## src/rtl/branch_resolve_unit.sv

```systemverilog
// Pipelined branch/jump resolver: one registered stage with valid/ready handshake and flush.
// Optional performance counters are enabled by defining BRANCH_RESOLVE_PERF_EN.
module branch_resolve_unit #(
    parameter int unsigned     XLEN           = 32,
    parameter logic [XLEN-1:0] RESET_PC_PLUS4 = '0
) (
    input  logic            clk,
    input  logic            reset_n,
    input  logic            flush,
    input  logic            in_valid,
    output logic            in_ready,
    input  logic            is_branch,
    input  logic            is_jal,
    input  logic            is_jalr,
    input  logic [2:0]      funct3,
    input  logic [XLEN-1:0] rs1,
    input  logic [XLEN-1:0] rs2,
    input  logic [XLEN-1:0] pc,
    input  logic [XLEN-1:0] imm,
    input  logic            pred_taken,
    input  logic [XLEN-1:0] pred_target,
    output logic            out_valid,
    input  logic            out_ready,
    output logic            out_taken,
    output logic [XLEN-1:0] out_target,
    output logic [XLEN-1:0] out_link,
    output logic            out_mispredict,
    output logic            out_illegal
`ifdef BRANCH_RESOLVE_PERF_EN
    ,
    output logic [31:0]     perf_branches,
    output logic [31:0]     perf_mispredicts
`endif
);

    typedef struct packed {
        logic            taken;
        logic            mispredict;
        logic            illegal;
        logic [XLEN-1:0] target;
        logic [XLEN-1:0] link;
    } result_t;

    localparam result_t RESULT_RST = '{
        taken:      1'b0,
        mispredict: 1'b0,
        illegal:    1'b0,
        target:     '0,
        link:       RESET_PC_PLUS4
    };

    logic            eq, lt, ltu;
    logic            cond_met, bad_funct3;
    logic [XLEN-1:0] jalr_sum, jump_target;
    logic            accept;
    result_t         res_new;
    result_t         res_d, res_q;
    logic            valid_d, valid_q;

    assign in_ready = ~valid_q | out_ready;
    assign accept   = in_valid & in_ready & ~flush;

    // NOTE: every variable written here gets a default first so no latch is inferred.
    always_comb begin
        eq         = (rs1 == rs2);
        lt         = ($signed(rs1) < $signed(rs2));
        ltu        = (rs1 < rs2);
        cond_met   = 1'b0;
        bad_funct3 = 1'b0;
        case (funct3)
            3'b000:  cond_met = eq;
            3'b001:  cond_met = ~eq;
            3'b100:  cond_met = lt;
            3'b101:  cond_met = ~lt;
            3'b110:  cond_met = ltu;
            3'b111:  cond_met = ~ltu;
            default: bad_funct3 = 1'b1;
        endcase

        jalr_sum    = rs1 + imm;
        jump_target = pc + imm;
        res_new     = '0;
        res_new.link = pc + XLEN'(4);

        // JALR outranks JAL, which outranks a conditional branch.
        if (is_jalr) begin
            res_new.taken = 1'b1;
            jump_target   = {jalr_sum[XLEN-1:1], 1'b0};
        end else if (is_jal) begin
            res_new.taken = 1'b1;
        end else if (is_branch) begin
            res_new.taken   = cond_met;
            res_new.illegal = bad_funct3;
        end

        res_new.target     = res_new.taken ? jump_target : res_new.link;
        res_new.mispredict = (res_new.taken != pred_taken)
                           | (res_new.taken & pred_taken & (jump_target != pred_target));
    end

    always_comb begin
        res_d   = res_q;
        valid_d = valid_q;
        if (flush) begin
            valid_d = 1'b0;
        end else if (accept) begin
            valid_d = 1'b1;
            res_d   = res_new;
        end else if (out_ready) begin
            valid_d = 1'b0;
        end
    end

    // NOTE: state registers use non-blocking assignments so all flops update together at the edge.
    always_ff @(posedge clk or negedge reset_n) begin
        if (!reset_n) begin
            valid_q <= 1'b0;
            res_q   <= RESULT_RST;
        end else begin
            valid_q <= valid_d;
            res_q   <= res_d;
        end
    end

    assign out_valid      = valid_q;
    assign out_taken      = res_q.taken;
    assign out_target     = res_q.target;
    assign out_link       = res_q.link;
    assign out_mispredict = res_q.mispredict;
    assign out_illegal    = res_q.illegal;

`ifdef BRANCH_RESOLVE_PERF_EN
    logic        ctrl_d, ctrl_q;
    logic        out_fire;
    logic [31:0] branches_d, branches_q;
    logic [31:0] mispredicts_d, mispredicts_q;

    assign out_fire = valid_q & out_ready;

    always_comb begin
        ctrl_d        = ctrl_q;
        branches_d    = branches_q;
        mispredicts_d = mispredicts_q;
        if (accept && !flush) begin
            ctrl_d = is_branch | is_jal | is_jalr;
        end
        // Counters wrap naturally at 32 bits.
        if (out_fire) begin
            branches_d    = branches_q + 32'(ctrl_q);
            mispredicts_d = mispredicts_q + 32'(res_q.mispredict);
        end
    end

    always_ff @(posedge clk or negedge reset_n) begin
        if (!reset_n) begin
            ctrl_q        <= 1'b0;
            branches_q    <= '0;
            mispredicts_q <= '0;
        end else begin
            ctrl_q        <= ctrl_d;
            branches_q    <= branches_d;
            mispredicts_q <= mispredicts_d;
        end
    end

    assign perf_branches    = branches_q;
    assign perf_mispredicts = mispredicts_q;
`endif

endmodule

```

## config.mk

```make
export PLATFORM = sky130hd
export DESIGN_NAME = branch_resolve_unit
export DESIGN_NICKNAME = d
export VERILOG_FILES = /design/src/rtl/branch_resolve_unit.sv
export SDC_FILE = /design/constraint.sdc
export NUM_CORES = 1
export LEC_CHECK = 0
export CAP_MARGIN = 25
export CORE_UTILIZATION = 40
export CTS_BUF_LIST = sky130_fd_sc_hd__clkbuf_4 sky130_fd_sc_hd__clkbuf_8
export DETAILED_ROUTE_END_ITERATION = 6
export PLACE_DENSITY = 0.78
export SLEW_MARGIN = 15
export SYNTH_ARGS = -nofsm -noshare
export SYNTH_HDL_FRONTEND = slang
export SYNTH_SLANG_ARGS = --single-unit
export TNS_END_PERCENT = 10
```

## constraint.sdc

```tcl
create_clock -name clk -period 3.4 [get_ports clk]
set_clock_uncertainty 0.2 [all_clocks]
set_input_delay 1.02 -clock clk [delete_from_list [all_inputs] [get_ports clk]]
set_output_delay 1.02 -clock clk [all_outputs]
set_load 0.03 [all_outputs]
```

# After elaboration in Yosys (flattened, before gate mapping)
# Index checks and enable logic that the tools add are counted.
# totals
reg_bits,68
input_bits,172
output_inout_bits,69
elab_cells,47
# classes
n_addsub,3
magnitude_cmp,2
n_eq_ne,8
muxes,13
bitwise,11
n_reduce_logical,4
# op_table
cell,n
adder 32 bit,2
less-than comparator 32 bit,2
two-way mux 32 bit,2
"adder 32 x 3 -> 32 bit, second input constant",1
equality test 32 bit,1
!= test 32 bit,1
"equality test 3 bit, second input constant",4
two-way mux 1 bit,10
one-hot mux 1 bit (6 select lines),1
OR reduction 6 bit,1
NOT 1 bit,5
AND 1 bit,4
"equality test 3 x 1 -> 1 bit, second input constant",1
logical NOT 3 bit,1
nonzero test 3 bit,1
bitwise OR 1 bit,2
AND reduction 2 bit,1
!= test 1 bit,1

# Depth between registers and ports, before layout
# Gate-level depths: netlist of the first run.
# depth
ltp_word,9
mapped_depth,15

# Least setup slack after synthesis of the first run
# No wires, ideal clock.
# synth_timing
path_kind,in2reg
from,input imm[0]
to,register res_q (netlist bit out_mispredict)
setup_ns,0.125
arrival_time_ns,3.941
required_ns,3.075
path_slack_ns,-0.867
path_stages,13
n_path_buf,0
cell_sequence,and2_1 fa_1 a21o_1 a311o_1 a21oi_4 o21bai_2 a221oi_1 mux2_2 o31ai_2 xnor2_1 a2111o_1 nor4_1 nor2_1
# synth_between
elab_chain_len,5
elab_cells_between_ends,6
cone_classes,2 x add/sub; 1 x eq/ne; 1 x mux; 2 x bitwise
# synth_rtl
element,line_no,rtl
start: declaration,19,"input logic [XLEN-1:0] imm,"
"adder 32 bit, on equally long branches","81, 80",
two-way mux 32 bit *,86,if (is_jalr) begin
!= test 32 bit *,98,| (res_new.taken & pred_taken & (jump_target != pred_target));
AND 1 bit *,98,
bitwise OR 1 bit *,98,
end signal: assignment,121,res_q <= res_d;
end: declaration,57,"result_t res_d, res_q;"
# Every way passes the cells marked *; elsewhere a longest branch is shown, timed or not.
# A chain may end at the register's enable or synchronous reset.

# Worst setup path in the final report of the first run
# Same ends and word-level chain as after synthesis.

==> results of run 1 <==
[state kept, by name, indices dropped and copies added, names as in the netlist]
| signal | flops |
|---|---|
| out_valid | 1 |
| out_link | 32 |
| out_mispredict | 1 |
| out_illegal | 1 |
| out_target | 32 |
| out_taken | 1 |
[area by class of cell]
class,instances,area share [%]
Antenna cell,5,0.0734
Inverter,55,1.21
Clock inverter,4,0.279
Clock buffer,12,0.933
Multi-Input combinational cell,1080,52.5
Timing Repair Buffer,670,32.6
Tap cell,319,2.34
Sequential cell,68,9.99
[power groups by stage]
stage                     clock network [mW]  registers (mW)  logic, mW
after floorplan                            0            1.34       1.24
after global placement                     0            1.05       3.00
after detailed placement                   0            1.06       3.06
after CTS                              0.716            1.04       3.33
after global routing                   0.750            1.06       3.75
final                                  0.708            1.04       3.52
[cells in the mapped netlist (4+ instances only)]
cell / number / area [sq um]
nand2_1: 164 / 616
o21ai_0: 120 / 601
ha_1: 94 / 1180
a21oi_1: 86 / 430
nor2_1: 81 / 304
dfrtp_1: 68 / 1700
inv_1: 55 / 206
xnor2_1: 53 / 464
nand3_1: 40 / 200
a21o_1: 37 / 278
nand4_1: 37 / 231
xor2_1: 37 / 324
clkbuf_1: 36 / 135
nor3_1: 24 / 120
a211oi_1: 19 / 143
and3_1: 19 / 119
mux2_2: 18 / 203
o211ai_1: 16 / 120
a31oi_1: 13 / 81.3
buf_2: 13 / 65.1
mux2i_1: 12 / 120
nor4_1: 12 / 75.1
o21a_1: 12 / 90.1
and2_1: 11 / 68.8
nor2b_1: 9 / 56.3
or3_1: 9 / 56.3
nand2b_1: 8 / 50.1
nand3b_1: 8 / 60.1
a211o_1: 7 / 61.3
o21bai_1: 7 / 52.6
o31ai_1: 6 / 45.0
buf_6: 5 / 56.3
nor3b_1: 5 / 37.5
o21ai_2: 5 / 43.8
xnor3_1: 5 / 113
a221oi_1: 4 / 35.0
and4_1: 4 / 35.0
buf_1: 4 / 15.0
clkbuf_8: 4 / 55.1
nand4b_1: 4 / 35.0
o22ai_1: 4 / 25.0
xor3_1: 4 / 95.1
[cell families after synthesis]
logic type / after synthesis / synth area share, %
xor gates and xnor gates: 100 / 10.5
DFF: 68 / 17.6
muxes: 30 / 3.33
adders and majority gates: 96 / 12.5
buffers and inverters: 119 / 5.67
AOI/OAI and AO/OA: 404 / 27.6
and+or+nand+nor: 450 / 22.8
[final timing paths]
kind	end	depth (start not counted)	slack [ns]
worst max-delay path	out_mispredict	14	-0.75
worst min-delay path	out_target[7]	2	0.28
worst max register to register	out_mispredict	12	0.68
worst min register to register	out_target[7]	2	0.28
max in group asynchronous	out_link[27]	2	2.22
min in group asynchronous	out_link[4]	2	0.47
[worst register-to-register path: cells and delay by family (launching register included)]
family / cells / cell delay [ns]
and+or+nand+nor: 9 / 1.53
AOI/OAI and AO/OA: 1 / 0.27
DFF: 1 / 0.38
buffers and inverters: 2 / 0.24
[through the flow]
step	power, mW	hold slack (ns)
after global routing	5.56	0.297
final	5.27	0.275
after global placement	4.05	0.260
after detailed placement	4.11	0.266
after CTS	5.09	0.277
after floorplan	2.58	0.450
[cells in the final DEF, fill, tap and decap left out, types with 10 or more instances in the layout]
master / synthesis / final
o21ai_0: 120 / 76
nor2_1: 81 / 76
a31oi_1: 13 / 10
nand2_1: 164 / 157
ha_4: 0 / 61
xor2_1: 37 / 35
clkbuf_8: 4 / 11
ha_1: 94 / 30
buf_4: 1 / 399
inv_2: 0 / 25
o211ai_1: 16 / 16
dlygate4sd2_1: 0 / 37
o21a_1: 12 / 12
dfrtp_1: 68 / 68
nand4_1: 37 / 37
inv_1: 55 / 30
o21ai_1: 3 / 26
nand3_1: 40 / 39
a21oi_1: 86 / 59
clkdlybuf4s50_1: 0 / 127
a21oi_2: 2 / 27
o21ai_2: 5 / 25
nor3_1: 24 / 19
buf_6: 5 / 25
xnor2_1: 53 / 46
and3_1: 19 / 17
mux2i_1: 12 / 11
clkbuf_2: 0 / 35
buf_2: 13 / 18
a21o_1: 37 / 37
[what timing repair did]
action                     4_1_cts  5_1_grt
resized for setup              393      190
setup endpoints to repair       34       34
buffers inserted                24       13
hold buffers                     0        0
cloned                           1        1
pin swaps                      103       61
[routing by layer]
layer,track usage (%),wire (um),vias to the layer above
li1,-,-,5925
met1,42.6,18100,5979
met2,53.4,19700,489
met3,4.24,2720,92
met4,11.9,1380,0
met5,0,0,-
==> results.toml, run 1 <==
[global_routing]
grt_usage_pct = 32.3
grt_max_degree = 108
grt_pass1_wl_um = 62500
grt_pass1_vias = 12100
antenna_found_initial = 3
grt.overflow.total = 0

[detailed_routing]
drc_errors = 0
first_iter_violations = 969
ant_nets = 0
wl_per_cell_um = 18.9
vias = 12500
vias_per_cell = 5.64
dr.pass1.iters = 5
wirelength_um = 41900

[power_and_ir_drop]
internal_power_mw = 3.08
pwr-share-seq_pct = 19.7
powerDensity_nw_per_um2 = 310
clkPwrFrac_pct = 13.4
irDropWorstVdd_v = 0.000229
power.leakage_nw = 7.65
p_sw_share_pct = 41.7
p_switching_mw = 2.20
comb_power_share_pct = 66.8

[floorplan]
io_pins = 241
fp.dieW_um = 158
rows = 56
dieArea_sq_um = 24900
initial_utilization_pct = 41.1
die_height_um = 158
fp.coreArea_sq_um = 23600

[critical_path]
crit_path_end_kind = "flip-flop"
path_cells = "buf_8 > ha_4 > fa_2 > a21o_1 > a221o_1 > a211oi_4 > o21ai_2 > a2111o_1 > a31oi_1 > o21ai_1 > a2111oi_2 > nand4_1 > nor4_2 > nor2_1"
path_class = "in -> reg"
cp_data_arrival_time_ns = 4.20
required_ns = 3.45
cp_top_family = "compound AO/OA/AOI/OAI gates"
worst-path-buf-inv = 1
cp_max_fo = 4
critical_path.max_stage_delay_ns = 0.43
cp-startpoint = "imm[0]"
r2r_start = "out_valid"
critPathSlowestCell = "a221o_1"
setup.worst_path.start_class = "primary input"

[timing]
final_max_slew_viol_count = 0
layout_min_cycle_time_ns = 4.15
layout_setup_ws_ns = -0.749
slew_headroom_pct = 34.7
worst_pin_slew_ns = 0.980
setup_viol = 33
fin_tns_setup_ns = -8.20
rsz0062_at_grt = "yes"
fmax_mhz = 241
report.final.hold_viol_count = 0
finalCritPeriodShare_pct = 122

[cells_and_area]
fill_cells = 1776
ff_latch_area_sq_um = 1700
fin_util_pct = 72.1
drive_gt1_share_pct = 40.6
nets = 2152
final_area_sq_um = 17000
multi_input_area_sq_um = 8950
fin_cells = 2213
syn2layout_area_growth_pct = 75.7

[status]
violations = "negative setup slack"
status = "finished with violations"

[placed_design]
place.gp.congestion = 0.984
post-place-ws_ns = -1.59
postPlaceCellArea_sq_um = 15200
dpl.cell_count = 2155
port_buffers = 240
dp_hpwl_um = 32100

[logic_synthesis]
synth_top_flop_cell = "dfrtp_1"
ys_warn_count = 0
synth_cell_type_count = 96
syn_area_sq_um = 9690
ys_ff_latch = 68
async_reset_ff_share_pct = 100
synth_edf_count = 0
ys_seq_area_share_pct = 17.6
avgSynthCellArea_sq_um = 7.65
syn-num-nets = 1535
synth_cells = 1267

[clock_network]
h-tree-depth = 3
cts-root-buf = "clkbuf_8"
clock_latency_ns = 0.35
cts_sinks = 68
cts_tree = "done"
cts_buffers = 9
cts.path.max_buffers = 2
clkTransAtPathRegs_ns = 0.08

[hold_path]
hold_path_class = "reg -> reg"
hp-start = "out_target[7]"

[flow_run]
maxCapViolations = 0
Note: power is estimated with default switching activity, not from simulation.
==> inputs of run 2 (changes only) <==
--- a/config.mk
+++ b/config.mk
@@ -10,7 +10,7 @@
 export CTS_BUF_LIST = sky130_fd_sc_hd__clkbuf_4 sky130_fd_sc_hd__clkbuf_8
 export DETAILED_ROUTE_END_ITERATION = 6
 export PLACE_DENSITY = 0.78
-export SLEW_MARGIN = 15
+export SLEW_MARGIN = 20
 export SYNTH_ARGS = -nofsm -noshare
 export SYNTH_HDL_FRONTEND = slang
 export SYNTH_SLANG_ARGS = --single-unit
==> results of run 2 <==
The final DEF is identical to that of run 1; final timing and power are the same.
